===== config.mk =====
export PLATFORM = sky130hd
export DESIGN_NAME = rgbled_ctrl
export DESIGN_NICKNAME = d
export VERILOG_FILES = /design/src/rtl/rgbled_ctrl_pkg.sv /design/src/rtl/rgbled_ctrl.sv
export SDC_FILE = /design/constraint.sdc
export NUM_CORES = 1
export LEC_CHECK = 0
export ABC_AREA = 0
export ABC_CLOCK_PERIOD_IN_PS = 2300
export CAP_MARGIN = 20
export CORE_UTILIZATION = 47
export CTS_CLUSTER_DIAMETER = 80
export DETAILED_ROUTE_END_ITERATION = 8
export PLACE_DENSITY = 0.78
export REMOVE_ABC_BUFFERS = 1
export SLEW_MARGIN = 0
export SYNTH_ARGS = -nofsm -noshare
export SYNTH_HDL_FRONTEND = slang
export SYNTH_SLANG_ARGS = --single-unit

===== constraint.sdc =====
create_clock -name clk_i -period 2.3 [get_ports clk_i]
set_input_delay 0.46 -clock clk_i [delete_from_list [all_inputs] [get_ports clk_i]]
set_output_delay 0.46 -clock clk_i [all_outputs]
set_load 0.02 [all_outputs]

===== src/rtl/rgbled_ctrl_pkg.sv =====
// Shared types for the WS281x frame sequencer: colour record, FSM states and the
// {R,G,B} to {G,R,B} wire-order conversion the LED chain expects.
package rgbled_ctrl_pkg;

    typedef struct packed {
        logic [7:0] r;
        logic [7:0] g;
        logic [7:0] b;
    } rgb_t;

    typedef enum logic [1:0] {
        IDLE,
        SEND,
        WAIT_IDLE
    } ctrl_state_e;

    function automatic logic [23:0] rgb_to_grb(input rgb_t c);
        return {c.g, c.r, c.b};
    endfunction

endpackage


===== src/rtl/rgbled_ctrl.sv =====
// Frame sequencer for a WS281x chain: per-LED colour store plus an FSM that streams
// one complete frame into the driver's valid/ack/last handshake whenever a change is pending.
module rgbled_ctrl
    import rgbled_ctrl_pkg::*;
#(
    parameter int unsigned NumLeds    = 2,
    parameter int unsigned HoldCycles = 2,
    localparam int unsigned IdxW      = $clog2(NumLeds)
) (
    input  logic            clk_i,
    input  logic            rst_i,
    input  logic            led_we_i,
    input  logic [IdxW-1:0] led_idx_i,
    input  logic [23:0]     led_rgb_i,
    input  logic            update_i,
    input  logic            off_i,
    output logic            busy_o,
    output logic            frame_done_o,
    output logic            go_o,
    output logic [23:0]     data_o,
    output logic            data_valid_o,
    output logic            data_last_o,
    input  logic            data_ack_i,
    input  logic            idle_i
);

    localparam int unsigned HoldW = (HoldCycles > 1) ? $clog2(HoldCycles) : 1;
    localparam logic [IdxW-1:0]  LastIdx  = IdxW'(NumLeds - 1);
    localparam logic [HoldW-1:0] HoldLoad = HoldW'(HoldCycles - 1);

    ctrl_state_e      r_state;
    ctrl_state_e      w_state_d;
    logic [IdxW-1:0]  r_idx;
    logic [IdxW-1:0]  w_idx_d;
    logic [HoldW-1:0] r_hold;
    logic [HoldW-1:0] w_hold_d;
    logic             r_pending;
    rgb_t             r_colour [NumLeds];

    logic w_wr_ok;
    logic w_set;
    logic w_start;

    assign w_wr_ok = led_we_i && (32'(led_idx_i) < NumLeds);
    // Off wins over a simultaneous write, but either one still requests a frame.
    assign w_set   = update_i | off_i | w_wr_ok;
    assign w_start = (r_state == IDLE) & (r_pending | w_set) & idle_i;

    assign busy_o = (r_state != IDLE);
    assign data_o = rgb_to_grb(r_colour[r_idx]);

    always_ff @(posedge clk_i or posedge rst_i) begin
        if (rst_i) begin
            for (int i = 0; i < int'(NumLeds); i++) begin
                r_colour[i] <= '0;
            end
        end else if (off_i) begin
            for (int i = 0; i < int'(NumLeds); i++) begin
                r_colour[i] <= '0;
            end
        end else if (w_wr_ok) begin
            r_colour[led_idx_i] <= rgb_t'(led_rgb_i);
        end
    end

    // Pending starts set so the chain is blanked after every reset.
    always_ff @(posedge clk_i or posedge rst_i) begin
        if (rst_i) begin
            r_pending <= 1'b1;
        end else if (w_start) begin
            r_pending <= 1'b0;
        end else if (w_set) begin
            r_pending <= 1'b1;
        end
    end

    always_ff @(posedge clk_i or posedge rst_i) begin
        if (rst_i) begin
            r_state <= IDLE;
            r_idx   <= '0;
            r_hold  <= '0;
        end else begin
            r_state <= w_state_d;
            r_idx   <= w_idx_d;
            r_hold  <= w_hold_d;
        end
    end

    always_comb begin
        w_state_d    = r_state;
        w_idx_d      = r_idx;
        w_hold_d     = r_hold;
        go_o         = 1'b0;
        data_valid_o = 1'b0;
        data_last_o  = 1'b0;
        frame_done_o = 1'b0;
        unique case (r_state)
            IDLE: begin
                if (w_start) begin
                    w_state_d = SEND;
                    w_idx_d   = '0;
                end
            end
            SEND: begin
                go_o         = 1'b1;
                data_valid_o = 1'b1;
                data_last_o  = (r_idx == LastIdx);
                if (data_ack_i) begin
                    if (r_idx == LastIdx) begin
                        w_state_d = WAIT_IDLE;
                        w_hold_d  = HoldLoad;
                    end else begin
                        w_idx_d = r_idx + 1'b1;
                    end
                end
            end
            WAIT_IDLE: begin
                if (r_hold != '0) begin
                    w_hold_d = r_hold - 1'b1;
                end else if (idle_i) begin
                    w_state_d    = IDLE;
                    frame_done_o = 1'b1;
                end
            end
            default: w_state_d = IDLE;
        endcase
    end

endmodule


==> results.cfg, run 1 <==
[grt]
grt_pass1_wl_um = 8560
grt_pass1_vias = 1782
grtUsageTotal = 0.221
grt.overflow.total = 0
grt_max_degree = 29
antenna_found_initial = 0

[cts]
path_clk_slew_ps = 100
cts_tree = done
clockRootBuffer = clkbuf_8
cts.sinks = 53
clock_path_buffers = 2
cts_hold_buf = 0
clkLatencyLatePin_ps = 300
cts_inserted_buffers = 5
h-tree-depth = 2

[yosys]
synth.distinct_cells = 20
syn_avg_cell_area_um2 = 13.9
synthArstFlopShare = 1.00
yosysWarnings = 0
yosys.area.top_type_share = 0.583
syn-instance-count = 161
synth_ff_type = dfrtp_1
synth_edf_count = 0
synth_top_area_cell = dfrtp_1
ys_seq_area_frac = 0.594
synth_area_mm2 = 0.00223
synth.area.top_cells = dfrtp_1, a22o_1, mux2_2, buf_2, dfstp_2
synth_seq_cells = 53

[floorplan]
core.rowCount = 24
pin_count = 61
die_w_um = 70.9
core_area_mm2 = 0.00447
fp.dieH_um = 70.9
die_area_mm2 = 0.00503
initial_core_util = 0.499

[finish]
most-common-layout-cells = dfrtp_1, a22o_1, clkdlybuf4s50_1
syn2layout_area_growth_pct = 36.8
drive_above_1_share = 0.212
utilization = 0.683
n_antenna_cell = 0
final_area_mm2 = 0.00305
final_common_cell = dfrtp_1
fin_nets = 257

[setup_path]
cp-start-kind = flip-flop
path_max_fanout = 28
crit_slowest_cell = clkdlybuf4s50_1
cp.required_ps = 1840
path_cells = buf_12 -> mux2_2 -> clkdlybuf4s50_1
endpoint_kind = primary output
max_stage_delay_ps = 540
crit_type = flip-flop to primary output
cp.arrival_ps = 1810

[job]
drv_cap = 0

[timing]
fmax_mhz = 441
tightest_slew_ps = 444
fin_crit_sh = 0.985
slew_violations = 0
period_needed_ps = 2270
hold_violations = 0
fin_skew_ps = 0.442
fin_setup_tns_ps = 0
setup-violations-final = 0
relSlewSlack = 0.703
whs_ps = 462

[routing]
wl_per_cell_um = 18.9
first_iter_violations = 77
firstDrtPassIters = 6
drc = 10
drtAntennaViolNets = 0
viasPerCell = 5.90
vias = 1641
totalWireLength_um = 5250

[place]
io_buffers = 60
hpwl_um = 3310
gp_congestion = 0.745
post_dp_cell_area_mm2 = 0.00291

[pwr]
power_density_mw_per_mm2 = 803
power_leakage_nw = 1.64
power_mw = 2.45
ir_worst_vdd_mv = 0.486

[outcome]
status = finished, violations left
violations = design-rule violations

[worst_hold_path]
hold_path_class = input pin to asynchronous set/reset pin
kinds of logic after synthesis:
| kind of cell | Yosys count | share of synthesized area |
|---|---|---|
| buffers and inverters | 16 | 0.0370 |
| AOI/OAI and AO/OA | 55 | 0.208 |
| muxes | 24 | 0.121 |
| and+or+nand+nor | 13 | 0.0392 |
| DFF | 53 | 0.594 |
critical path: cells and delay by family, from the launching register on:
| kind | cells | cell delay, ps |
|---|---|---|
| DFF | 1 | 390 |
| buffers and inverters | 2 | 740 |
| muxes | 1 | 360 |
area by class of cell:
cell class,instances,area [um^2]
tap,52,65.1
timing repair buffer,69,724
multi-input combinational,92,831
fill,309,1420
clock inverter,3,22.5
inverter,4,15.0
clock buffer,5,68.8
sequential,53,1330
worst paths after layout:
check	start	endpoint	slack, ps	cells after the start
worst max-delay path	r_idx$_DFFE_PP0P_	data_o[10]	30	3
worst min-delay path	rst_i	r_colour[1]$_DFFE_PP0P_	460	2
worst max register to register	r_pending$_DFFE_PP1P_	r_state[0]$_DFFE_PP0P_	1030	2
worst min register to register	r_colour[45]$_DFFE_PP0P_	r_colour[45]$_DFFE_PP0P_	510	1
max in group asynchronous	rst_i	r_pending$_DFFE_PP1P_	1180	3
min in group clk_i	r_colour[45]$_DFFE_PP0P_	r_colour[45]$_DFFE_PP0P_	510	1
repair_timing:
item / 4_1_cts / 5_1_grt
pin swaps: 0 / 0
endpoints found under the setup margin: 1 / 15
resized for setup: 1 / 15
setup buffers: 0 / 0
routing by layer:
layer,wire length [um],track usage
met5,0,0
met4,65,0.0778
met3,308,0.0470
met2,2420,0.365
met1,2450,0.291
synthesized netlist by cell type (all sizes together), types with 2 or more instances:
| master | count |
|---|---|
| a22o | 48 |
| inv | 4 |
| a31oi | 2 |
| dfrtp | 52 |
| nor3b | 2 |
| a21oi | 2 |
| nand2 | 3 |
| mux2 | 24 |
| nor2b | 3 |
| buf | 12 |
power breakdown:
group | internal [mW] | leakage, nW | switching, mW
combinational | 0.429 | 0.888 | 0.423
sequential | 1.02 | 0.711 | 0.0532
clock | 0.214 | 0.0364 | 0.314
registers in the layout, indices dropped and copies added, names as in the netlist:
register,cells
r_pending,1
r_idx,1
r_colour,48
r_state,2
r_hold,1
metrics by stage:
step / std cells / setup slack [ps]
6_report: 278 / 33.7
4_1_cts: 277 / 6.45
3_5_place_dp: 269 / -29.6
5_1_grt: 278 / -0.874
3_3_place_gp: 269 / 30.5
2_1_floorplan: 149 / 454
Power figures use the tool's default switching activity.
==> run 2, diff against run 1 <==
--- a/config.mk
+++ b/config.mk
@@ -8,6 +8,7 @@
 export ABC_AREA = 0
 export ABC_CLOCK_PERIOD_IN_PS = 2300
 export CAP_MARGIN = 20
+export CORE_MARGIN = 2
 export CORE_UTILIZATION = 47
 export CTS_CLUSTER_DIAMETER = 80
 export DETAILED_ROUTE_END_ITERATION = 8
==> run 2 against run 1 <==
- the flow now finishes without violations
- clock power up 6.6%
- via count is 4.2% lower
- combinational power fell by 0.7%
- sequential share of layout area is 0.61 points higher
- core utilization shrank 3.6 points
- critical path depth did not move
- total power rose by 1.0%
- critical path type unchanged
- largest cell class unchanged
- largest power group unchanged
==> results.cfg, run 2 (synthesized netlist as in run 1, its figures left out) <==
[pwr]
seq_power_share = 0.431
ir_worst_vdd_mv = 0.478
power_density_mw_per_mm2 = 822
p_comb_frac = 0.342
pwr-share-clk = 0.227
swShare = 0.307
power_leakage_nw = 1.41
p_int_mw = 1.72
p_switching_uw = 761

[setup_path]
cp.arrival_ps = 1800
crit_type = flip-flop to primary output
path_max_fanout = 14
cpLargestDelayFamily = buffers and inverters
endpoint_kind = primary output
path_cells = buf_4 -> mux2_2 -> clkdlybuf4s50_1
crit_buf_inv = 2
crit_slowest_cell = clkdlybuf4s50_1
max_stage_delay_ps = 540
cp-start-kind = flip-flop
cp.required_ps = 1840

[place]
hpwl_um = 3110
io_buffers = 60
gp_congestion = 0.812
post_dp_cell_area_mm2 = 0.00291
pre_cts_ws_ps = -33.8

[routing]
vias = 1572
drc = 0
totalWireLength_um = 4860
wl_per_cell_um = 17.5
first_iter_violations = 125
firstDrtPassIters = 4
viasPerCell = 5.65
drtAntennaViolNets = 0

[finish]
drive_above_1_share = 0.210
fin_nets = 255
largestRegisters = r_colour (48), r_state (2)
fill_cells = 371
final-seq-area_mm2 = 0.00133
largest_reg_flops = 48
final_area_mm2 = 0.00301
final_common_cell = clkdlybuf4s50_1
n_antenna_cell = 0
multiInputGateArea_um2 = 833
most-common-layout-cells = clkdlybuf4s50_1, dfrtp_1, a22o_1
syn2layout_area_growth_pct = 34.8
top_register = r_colour

[cts]
cts_inserted_buffers = 5
path_clk_slew_ps = 90
clock_path_buffers = 2
clkLatencyLatePin_ps = 300
cts_tree = done
clockRootBuffer = clkbuf_8
h-tree-depth = 2
cts.sinks = 53

[grt]
antenna_found_initial = 0
grt.overflow.total = 0
grt_max_degree = 54
use_met2 = 0.315
grt_pass1_wl_um = 8200
grt-busiest-layer = met2
use_met3 = 0.0635
grt_pass1_vias = 1662
grtUsageTotal = 0.204
gr-usage-met1 = 0.285

[timing]
setup-violations-final = 0
fin_skew_ps = 1.53
rsz0062_at_grt = true
slew_violations = 0
hold_violations = 0
finalWorstSetupSlack_ps = 38.4
period_needed_ps = 2260
fin_crit_sh = 0.983
fmax_mhz = 442
relSlewSlack = 0.798
tightest_slew_ps = 303

[outcome]
status = completed

[job]
drv_cap = 0

[worst_hold_path]
hold_path_class = flip-flop to flip-flop

[floorplan]
core.rowCount = 25
fp.dieH_um = 72.9
initial_core_util = 0.479
die_area_mm2 = 0.00532
pin_count = 61
core_area_mm2 = 0.00466
die_w_um = 72.9
run 2: changes by cell type in the layout (fill, tap and decap cells not counted):
cell | previous run | this run
clkdlybuf4s50_1 | 44 | 58
dlymetal6s2s_1 | 15 | 1
clkinvlp_4 | 3 | 0
clkbuf_8 | 5 | 7
buf_4 | 7 | 6
buf_8 | 1 | 0
clkinv_2 | 0 | 1
nor2b_1 | 3 | 2
nor2b_2 | 0 | 1
run 2: path summary, 6_finish.rpt:
path,from,endpoint,slack (ps),cells past startpoint
setup reg to reg,r_pending$_DFFE_PP1P_,r_state[0]$_DFFE_PP0P_,1030,2
min in group asynchronous,rst_i,r_colour[40]$_DFFE_PP0P_,520,3
hold / removal,r_colour[0]$_DFFE_PP0P_,r_colour[0]$_DFFE_PP0P_,510,1
hold reg to reg,r_colour[0]$_DFFE_PP0P_,r_colour[0]$_DFFE_PP0P_,510,1
setup / recovery,r_idx$_DFFE_PP0P_,data_o[22],40,3
max in group asynchronous,rst_i,r_pending$_DFFE_PP1P_,1500,3
run 2: cell type report:
class,instances,share of cell area
inverter,4,0.00499
clock inverter,1,0.00166
tap,54,0.0224
timing repair buffer,67,0.221
clock buffer,7,0.0320
sequential,53,0.441
multi-input combinational,92,0.277
run 2: worst register-to-register path: stages (launching register included):
cell	delay (ps)
dfstp_2	370
or4_4	530
a32o_1	260
run 2: layer usage:
| metal | wire length, um | up-vias |
|---|---|---|
| li1 | - | 733 |
| met5 | 0 | - |
| met3 | 286 | 0 |
| met4 | 0 | 0 |
| met2 | 2280 | 55 |
| met1 | 2290 | 784 |
run 2: stage by stage:
step	power (mW)	utilization	hold slack, ps	std cells	setup TNS, ps
6_report	2.48	0.646	506	278	0
5_1_grt	2.61	0.646	524	278	-969
4_1_cts	2.49	0.645	509	278	0
3_5_place_dp	1.93	0.624	486	270	-33.8
3_3_place_gp	1.93	0.624	474	270	-16.8
2_1_floorplan	1.54	-	447	149	0
run 2: power groups by stage:
| stage | Clock (mW) | Sequential, mW | Combinational (mW) |
|---|---|---|---|
| 2_1_floorplan | 0 | 1.13 | 0.418 |
| 3_3_place_gp | 0 | 1.08 | 0.847 |
| 3_5_place_dp | 0 | 1.08 | 0.853 |
| 4_1_cts | 0.575 | 1.06 | 0.853 |
| 5_1_grt | 0.616 | 1.08 | 0.914 |
| 6_report | 0.563 | 1.07 | 0.847 |
run 2: repair_timing:
action | in CTS | in global routing
setup buffers | 0 | 0
gates resized for setup | 1 | 2
hold endpoints to repair | 0 | 0
hold buffers | 0 | 0
endpoints found under the setup margin | 1 | 25
==> run 3, diff against run 2 <==
--- a/config.mk
+++ b/config.mk
@@ -6,13 +6,13 @@
 export NUM_CORES = 1
 export LEC_CHECK = 0
 export ABC_AREA = 0
-export ABC_CLOCK_PERIOD_IN_PS = 2300
+export ABC_CLOCK_PERIOD_IN_PS = 2920
 export CAP_MARGIN = 20
 export CORE_MARGIN = 2
-export CORE_UTILIZATION = 47
+export CORE_UTILIZATION = 51
 export CTS_CLUSTER_DIAMETER = 80
 export DETAILED_ROUTE_END_ITERATION = 8
-export PLACE_DENSITY = 0.78
+export PLACE_DENSITY = 0.84
 export REMOVE_ABC_BUFFERS = 1
 export SLEW_MARGIN = 0
 export SYNTH_ARGS = -nofsm -noshare
==> constraint.sdc (replaced) <==
create_clock -name clk_i -period 2.92 [get_ports clk_i]
set_input_delay 0.584 -clock clk_i [delete_from_list [all_inputs] [get_ports clk_i]]
set_output_delay 0.584 -clock clk_i [all_outputs]
set_load 0.02 [all_outputs]
==> run 3 against run 2 <==
- cell count down 1.1%
- routed wire length up 7.8%
- combinational power down 22%
- clock-buffer cell count unchanged
- register-to-register slack better by 600 ps
- cell area down 0.75%
- non-clock buffer count down 1
- die area down 7.4%
- setup slack better by 280 ps
- highest routed layer is now met4
==> results.cfg, run 3 (synthesized netlist as in run 1, its figures left out) <==
[outcome]
status = completed

[cts]
cts_tree = done
cts_resized = 0
clkLatencyLatePin_ps = 310
cts.sinks = 53
cts_inserted_buffers = 5
cts_hold_buf = 0
clockRootBuffer = clkbuf_8
post_cts.repair.setup_buffers = 0
path_clk_slew_ps = 90
h-tree-depth = 2
clock_path_buffers = 2

[setup_path]
crit_slowest_cell = clkdlybuf4s50_1
max_stage_delay_ps = 600
crit_type = input pin to primary output
path_cells = clkdlybuf4s50_1 -> nor2b_1 -> nor2b_1 -> clkdlybuf4s50_1
cp-start-kind = input pin
cp.required_ps = 2340
endpoint_kind = primary output
path_max_fanout = 4
cp.arrival_ps = 2020
crit_buf_inv = 2
cpLargestDelayFamily = buffers and inverters

[timing]
fin_setup_tns_ps = 0
period_needed_ps = 2600
fmax_mhz = 384
whs_ps = 509
relSlewSlack = 0.545
fin_crit_sh = 0.891
rsz0062_at_grt = false
setup-violations-final = 0
fin_skew_ps = 0.208
tightest_slew_ps = 682
slew_violations = 0
finalWorstSetupSlack_ps = 319
hold_violations = 0

[finish]
top_register = r_colour
fin_nets = 254
largest_reg_flops = 48
most-common-layout-cells = clkdlybuf4s50_1, dfrtp_1, a22o_1
largestRegisters = r_colour (48), r_state (2)
n_antenna_cell = 0
syn2layout_area_growth_pct = 33.8
final_common_cell = clkdlybuf4s50_1
drive_above_1_share = 0.202

[routing]
vias = 1593
firstDrtPassIters = 4
totalWireLength_um = 5240
wl_per_cell_um = 19.0
viasPerCell = 5.79
drc = 0
first_iter_violations = 89
drtAntennaViolNets = 0

[place]
pre_cts_ws_ps = 329
hpwl_um = 3350
io_buffers = 60
gp_congestion = 0.886

[floorplan]
core.rowCount = 24
core_area_mm2 = 0.00429
die_area_mm2 = 0.00492
die_w_um = 70.2
fp.dieH_um = 70.2
pin_count = 61
initial_core_util = 0.520

[worst_hold_path]
hold_path_class = flip-flop to flip-flop

[job]
drv_cap = 0

[grt]
antenna_found_initial = 0
grt_pass1_vias = 1665
grt_max_degree = 54
grt.overflow.total = 0
grt_pass1_wl_um = 8420
grtUsageTotal = 0.222

[pwr]
power_mw = 1.95
power_leakage_nw = 1.38
power_density_mw_per_mm2 = 652
ir_worst_vdd_mv = 0.326
==> run 3: layout make-up <==
class	instances	area [um^2]
sequential	53	1330
fill	295	1310
multi-input combinational	92	831
timing repair buffer	66	649
clock buffer	7	96.3
tap	52	65.1
inverter	4	15.0
clock inverter	1	5.00
==> run 3: report_power, final <==
group	total, mW	switching [mW]	internal (mW)
clock network	0.447	0.232	0.215
logic	0.660	0.336	0.324
registers	0.841	0.0391	0.802
==> run 3: metal layers <==
layer | vias up | wire length (um) | track usage | part of all wire
li1 | 735 | - | - | -
met4 | 0 | 106 | 0.0791 | 0.020
met2 | 57 | 2520 | 0.339 | 0.48
met3 | 10 | 280 | 0.0548 | 0.053
met1 | 791 | 2330 | 0.312 | 0.45
met5 | - | 0 | 0 | 0
==> run 3: path summary, 6_finish.rpt <==
kind                                           from                       end  slack, ps  cells after the start
max                                          idle_i              frame_done_o        320                      4
min reg2reg                r_colour[17]$_DFFE_PP0P_  r_colour[17]$_DFFE_PP0P_        510                      1
min in group asynchronous                     rst_i  r_colour[11]$_DFFE_PP0P_        770                      3
max reg2reg                   r_pending$_DFFE_PP1P_    r_state[0]$_DFFE_PP0P_       1630                      2
max in group asynchronous                     rst_i  r_colour[38]$_DFFE_PP0P_       1720                      3
min                        r_colour[17]$_DFFE_PP0P_  r_colour[17]$_DFFE_PP0P_        510                      1
==> run 3: through the flow <==
stage / instance area (um^2) / instances / util
after floorplan: 2170 / 149 / -
final: 2990 / 275 / 0.696
after global placement: 2880 / 266 / 0.670
after CTS: 2980 / 274 / 0.693
after detailed placement: 2880 / 266 / 0.670
after global routing: 2990 / 275 / 0.696
